===== src/rtl/midi_voice_alloc.sv =====
// ---------------------------------------------------------------------------
// midi_voice_alloc
//
// Polyphonic voice allocator between the UART MIDI receiver and the
// oscillator bank. Each accepted 3-byte channel message is decoded once.
// A note message then walks the voice table one slot per cycle (SCAN).
// The result is applied in a single COMMIT cycle. Omni mode: the channel
// nibble is ignored.
//
// Note-on priority: retrigger a matching active voice, else take the lowest
// free voice, else steal the oldest voice (VOICE_STEAL_EN) or drop the note.
// Note-off releases the lowest-index matching active voice.
//
// Build option:
//   VOICE_STEAL_EN - when defined, a full table steals the oldest voice.
//                    When undefined, the note is dropped with a dropped_out
//                    pulse, and the per-voice age logic is not built.
//
// Parameters:
//   NUM_VOICES  number of voice slots (2..16)
//   AGE_W       width of the per-voice age counter
//
// Ports:
//   clk_in            system clock
//   rst_in            synchronous, active-high reset
//   msg_valid_in      msg_in holds a complete message
//   msg_in            [23:16] status, [15:8] note, [7:0] velocity
//   msg_ready_out     high while idle; a message transfers on valid && ready
//   voice_active_out  bit i high while voice i holds a note
//   voice_note_out    voice i note in [7i+6:7i]
//   voice_vel_out     voice i velocity, same packing
//   voice_trig_out    one-cycle pulse when voice i is (re)assigned
//   dropped_out       one-cycle pulse when a note-on is discarded
// ---------------------------------------------------------------------------
module midi_voice_alloc #(
    parameter int NUM_VOICES = 4,
    parameter int AGE_W      = 8
) (
    input  logic                      clk_in,
    input  logic                      rst_in,
    input  logic                      msg_valid_in,
    input  logic [23:0]               msg_in,
    output logic                      msg_ready_out,
    output logic [NUM_VOICES-1:0]     voice_active_out,
    output logic [7*NUM_VOICES-1:0]   voice_note_out,
    output logic [7*NUM_VOICES-1:0]   voice_vel_out,
    output logic [NUM_VOICES-1:0]     voice_trig_out,
    output logic                      dropped_out
);

    localparam int IDX_W = (NUM_VOICES > 1) ? $clog2(NUM_VOICES) : 1;

    typedef enum logic [1:0] {
        IDLE,
        SCAN,
        COMMIT
    } state_t;

    state_t                 state;

    // Voice table
    logic [NUM_VOICES-1:0]  active;
    logic [NUM_VOICES-1:0]  trig;
    logic [6:0]             note [NUM_VOICES];
    logic [6:0]             vel  [NUM_VOICES];
    logic                   dropped;

    // Latched message
    logic                   op_on;
    logic [6:0]             op_note;
    logic [6:0]             op_vel;

    // Scan results
    logic [IDX_W-1:0]       scan_idx;
    logic                   match_found;
    logic [IDX_W-1:0]       match_idx;
    logic                   free_found;
    logic [IDX_W-1:0]       free_idx;

`ifdef VOICE_STEAL_EN
    logic [AGE_W-1:0]       age [NUM_VOICES];
    logic                   old_found;
    logic [IDX_W-1:0]       old_idx;
    logic [AGE_W-1:0]       old_age;
`else
    // Ages have no function without stealing.
    logic [AGE_W-1:0]       unused_age;
    assign unused_age = '0;
`endif

    // Decode of the incoming message. Bit 7 of each data byte is ignored.
    logic       is_note_on;
    logic       is_note_off;
    logic       unused_msg_bits;

    assign is_note_on  = (msg_in[23:20] == 4'h9) && (msg_in[6:0] != 7'd0);
    assign is_note_off = (msg_in[23:20] == 4'h8) ||
                         ((msg_in[23:20] == 4'h9) && (msg_in[6:0] == 7'd0));
    assign unused_msg_bits = ^{msg_in[19:16], msg_in[15], msg_in[7]};

    // Commit target chosen from the scan results.
    logic             hit;
    logic [IDX_W-1:0] tgt;

    // NOTE: every always_comb output gets a default first so no path can
    // leave it unassigned and infer a latch.
    always_comb begin
        hit = 1'b0;
        tgt = '0;
        if (op_on) begin
            if (match_found) begin
                hit = 1'b1;
                tgt = match_idx;
            end else if (free_found) begin
                hit = 1'b1;
                tgt = free_idx;
            end else begin
`ifdef VOICE_STEAL_EN
                hit = 1'b1;
                tgt = old_idx;
`else
                hit = 1'b0;
`endif
            end
        end else begin
            hit = match_found;
            tgt = match_idx;
        end
    end

    // NOTE: state uses non-blocking assignments so every register samples
    // the pre-edge values, independent of statement order.
    always_ff @(posedge clk_in) begin
        if (rst_in) begin
            state       <= IDLE;
            active      <= '0;
            trig        <= '0;
            dropped     <= 1'b0;
            op_on       <= 1'b0;
            op_note     <= '0;
            op_vel      <= '0;
            scan_idx    <= '0;
            match_found <= 1'b0;
            match_idx   <= '0;
            free_found  <= 1'b0;
            free_idx    <= '0;
            // NOTE: the voice table is reset explicitly because its note and
            // velocity values are visible outputs, not scratch storage.
            for (int i = 0; i < NUM_VOICES; i++) begin
                note[i] <= '0;
                vel[i]  <= '0;
            end
`ifdef VOICE_STEAL_EN
            old_found   <= 1'b0;
            old_idx     <= '0;
            old_age     <= '0;
            for (int i = 0; i < NUM_VOICES; i++) begin
                age[i] <= '0;
            end
`endif
        end else begin
            trig    <= '0;
            dropped <= 1'b0;

            case (state)
                IDLE: begin
                    // Messages that are not note messages are consumed here
                    // without leaving IDLE.
                    if (msg_valid_in && (is_note_on || is_note_off)) begin
                        op_on       <= is_note_on;
                        op_note     <= msg_in[14:8];
                        op_vel      <= msg_in[6:0];
                        scan_idx    <= '0;
                        match_found <= 1'b0;
                        free_found  <= 1'b0;
`ifdef VOICE_STEAL_EN
                        old_found   <= 1'b0;
`endif
                        state       <= SCAN;
                    end
                end

                SCAN: begin
                    if (active[scan_idx] && (note[scan_idx] == op_note) && !match_found) begin
                        match_found <= 1'b1;
                        match_idx   <= scan_idx;
                    end
                    if (!active[scan_idx] && !free_found) begin
                        free_found <= 1'b1;
                        free_idx   <= scan_idx;
                    end
`ifdef VOICE_STEAL_EN
                    // A strict compare keeps the lowest index on equal ages.
                    if (active[scan_idx] && (!old_found || (age[scan_idx] > old_age))) begin
                        old_found <= 1'b1;
                        old_idx   <= scan_idx;
                        old_age   <= age[scan_idx];
                    end
`endif
                    if (scan_idx == IDX_W'(NUM_VOICES - 1)) begin
                        state <= COMMIT;
                    end else begin
                        scan_idx <= scan_idx + 1'b1;
                    end
                end

                COMMIT: begin
                    state <= IDLE;
                    if (op_on) begin
                        if (hit) begin
                            active[tgt] <= 1'b1;
                            note[tgt]   <= op_note;
                            vel[tgt]    <= op_vel;
                            trig[tgt]   <= 1'b1;
`ifdef VOICE_STEAL_EN
                            // The target restarts at 0; every other active
                            // voice ages by one, saturating.
                            for (int i = 0; i < NUM_VOICES; i++) begin
                                if (IDX_W'(i) == tgt) begin
                                    age[i] <= '0;
                                end else if (active[i] && (age[i] != '1)) begin
                                    age[i] <= age[i] + 1'b1;
                                end
                            end
`endif
                        end else begin
                            dropped <= 1'b1;
                        end
                    end else if (hit) begin
                        // Note and velocity are kept for the release phase.
                        active[tgt] <= 1'b0;
`ifdef VOICE_STEAL_EN
                        age[tgt]    <= '0;
`endif
                    end
                end

                default: state <= IDLE;
            endcase
        end
    end

    assign msg_ready_out    = (state == IDLE);
    assign voice_active_out = active;
    assign voice_trig_out   = trig;
    assign dropped_out      = dropped;

    always_comb begin
        voice_note_out = '0;
        voice_vel_out  = '0;
        for (int i = 0; i < NUM_VOICES; i++) begin
            voice_note_out[7*i +: 7] = note[i];
            voice_vel_out[7*i +: 7]  = vel[i];
        end
    end

endmodule

===== config.mk =====
export PLATFORM = sky130hd
export DESIGN_NAME = midi_voice_alloc
export DESIGN_NICKNAME = d
export VERILOG_FILES = /design/src/rtl/midi_voice_alloc.sv
export SDC_FILE = /design/constraint.sdc
export NUM_CORES = 1
export LEC_CHECK = 0
export BUFFER_PORTS_ARGS = -buffer_cell sky130_fd_sc_hd__buf_2
export CORE_MARGIN = 3
export CORE_UTILIZATION = 47
export CTS_CLUSTER_SIZE = 30
export DETAILED_ROUTE_END_ITERATION = 8
export GPL_TIMING_DRIVEN = 1
export PLACE_DENSITY = 0.71
export SYNTH_ARGS = -nofsm -noshare
export SYNTH_HDL_FRONTEND = slang
export SYNTH_SLANG_ARGS = --single-unit
export TNS_END_PERCENT = 30

===== constraint.sdc =====
create_clock -name clk_in -period 2.68 [get_ports clk_in]
set_input_delay 0.536 -clock clk_in [delete_from_list [all_inputs] [get_ports clk_in]]
set_output_delay 0.536 -clock clk_in [all_outputs]
set_load 0.01 [all_outputs]

==> out/metrics.yaml <==
status:
  outcome: "finished, final reports clean"
synth:
  synth_nets: 342
  ys_types: 43
  yosysTopAreaCell: "edfxtp_1"
  synthFlopType: "edfxtp_1"
  synth-seq-cells: 92
  syn-cell-area_um2: 3830
  synth_xor_xnor_area_share_pct: 0.915
  yosys_warnings: 0
  yosysTopAreaCellShare_pct: 43.9
  yosys.area_share.simple_pct: 19.3
  synthAdderAreaFrac_pct: 0.327
  synth_edf_count: 56
  synth.avg_cell_area_um2: 12.2
  ys_seq_area_share_pct: 62.7
  synthTopCellsByArea: "edfxtp_1 (44%), dfxtp_1 (19%), and2_1 (8.3%)"
  synth_top_family_by_area: "simple AND/OR/NAND/NOR gates"
  synth_most_common_cell: "edfxtp_1"
  synthTopCellsByCount: "edfxtp_1 (56), and2_1 (51), dfxtp_1 (36)"
  synth_compound_area_share_pct: 5.52
  async_flop_share_pct: 0
  syn_inst: 314
  synth_mux_area_share_pct: 8.76
clock_tree:
  htreeDepth: 3
  cts_sinks: 92
  post_cts_buffers: 0
  cts_tree: "done"
  ctsHoldBuffers: 0
  clkLatencyLatePin_ns: 0.37
  cts-root-buf: "clkbuf_8"
  max-clock-path-buffers: 2
  clk_pin_slew_worst_paths_ns: 0.10
  cts.repair.resized: 0
  cts_buffers: 9
route:
  drc_errors: 0
  dr.pass1.iters: 4
  drt-vias-per-instance: 5.26
  drt_iter0_markers: 129
  drt_wl_total_mm: 8.59
  post_drt_wl_per_cell_um: 16.6
  drtAntennaViolNets: 0
  vias: 2714
critical_path:
  endpoint_kind: "flip-flop"
  max_stage_delay_ns: 0.63
  arrival_ns: 2.45
  crit_family: "multiplexers"
  crit_path_cell_trace: "mux4_1 > xnor2_1 > o211ai_1 > nor4b_4 > mux2i_1"
  crit_slowest_cell: "mux4_1"
  worstSetupStartpointType: "flip-flop"
  crit_fanout: 11
  path_class: "flip-flop to flip-flop"
  timing.rr.end: "match_idx[0]"
  r2r_setup_slack_ns: 0.52
  path_buf_inv: 0
  rr_worst_depth: 5
  worstPathRequired_ns: 2.97
global_route:
  antenna_found_initial: 0
  grt_pass1_vias: 2563
  overflow: 0
  grtUsageTotal_pct: 19.3
  grt_first_pass_wirelength_mm: 13.2
  grt_max_degree: 28
hold_path:
  min_to: "op_note[4]"
  hold_start: "msg_in[12]"
  hp-class: "primary input to flip-flop"
  hold_depth: 3
layout:
  final_cell_area_um2: 4630
  nNetsFinal: 437
  final.fill_count: 667
  antennaDiodeCount: 0
  drive_above_1_share_pct: 29.5
  syn2layout_area_growth_pct: 21.0
pwr:
  leakage_nw: 1.92
  peakVddDrop_mv: 0.301
  p_per_area_nw_per_um2: 579
  power_w: 0.00268
sta:
  setup_tns_ns: 0
  worstMarginPinSlew_ns: 0.603
  fin_crit_sh_pct: 80.7
  hold_ws_ns: 0.396
  fin_worst_skew_ns: 0.0133
  drv_slew: 0
  hold_violations: 0
  finalSetupViolations: 0
  slew_headroom_pct: 59.7
  fmax_mhz: 462
  fin_crit_ns: 2.16
  rsz0062_at_grt: "no"
floorplanning:
  die_height_um: 96.3
  rows: 32
  die_w_um: 96.3
  start_util_pct: 49.0
  floorplan.io_pins: 93
  core_area_um2: 7810
  dieArea_um2: 9270
run:
  max_cap_violations: 0
placed_design:
  gp_congestion: 0.851
  placed_area_um2: 4420
  portBuffers: 86
  dpl.hpwl_mm: 6.05
==> cell families after synthesis <==
group,count (synthesis)
buf+inv,19
compound gates,33
xor+xnor,4
mux,29
flops,92
simple gates,136
fa+ha+maj,1
==> routing by layer <==
metal	GRT usage, %	routed length (um)
met3	4.53	496
met1	25.9	3760
met2	30.0	4170
met4	8.18	167
met5	0	0
==> worst max path at each step <==
| stage | endpoint | slack [ns] | depth (start not counted) |
|---|---|---|---|
| after detailed placement | match_idx[0] | 0.52 | 5 |
| after global placement | match_idx[0] | 0.53 | 5 |
| after floorplan | free_found | 0.75 | 6 |
| after global routing | match_idx[0] | 0.31 | 5 |
| after CTS | match_idx[0] | 0.47 | 5 |
| final | match_idx[0] | 0.52 | 5 |
==> layout make-up <==
class                           instances  area (um2)  area share [%]
Timing Repair Buffer                   99         541            11.7
Clock buffer                            9         124            2.67
Tap cell                              102         128            2.76
Clock inverter                          7        88.8            1.92
Multi-Input combinational cell        203        1330            28.8
Sequential cell                        92        2400            51.9
Inverter                                4        15.0           0.324
==> power breakdown <==
group	leakage, nW	internal (W)	total, W	switching (W)
logic	0.947	0.0000621	0.000149	0.0000874
registers	0.869	0.00153	0.00155	0.0000247
clock network	0.104	0.000452	0.000979	0.000527
total	1.92	0.00204	0.00268	0.000639
==> sequential cells by signal, indices dropped and copies added (netlist names), named ones only <==
signal          flops
op_on               1
voice_trig_out      4
free_found          1
scan_idx            2
free_idx            2
dropped_out         1
note               28
match_idx           2
vel                28
op_note             7
match_found         1
state               2
op_vel              7
==> placed cells by master (no fill, tap or decap), types with 12 or more instances in the layout <==
cell       n
nor2_1    24
mux2i_1   23
dfxtp_1   36
buf_2     86
edfxtp_1  56
a21oi_1   16
buf_4     12
and2_1    51
nand2_1   24
==> stage by stage <==
stage	worst slack (ns)	utilization, %	instances
global placement	0.527	56.6	500
global route	0.307	59.3	516
CTS	0.474	59.3	516
floorplan	0.749	-	314
finish	0.517	59.3	516
detailed placement	0.519	56.6	500
==> worst min-delay path, delay by kind of cell <==
family	cells	cell delay, ns
buf+inv	1	0.07
mux	1	0.05
simple gates	1	0.07
(Power assumes the default switching activity.)
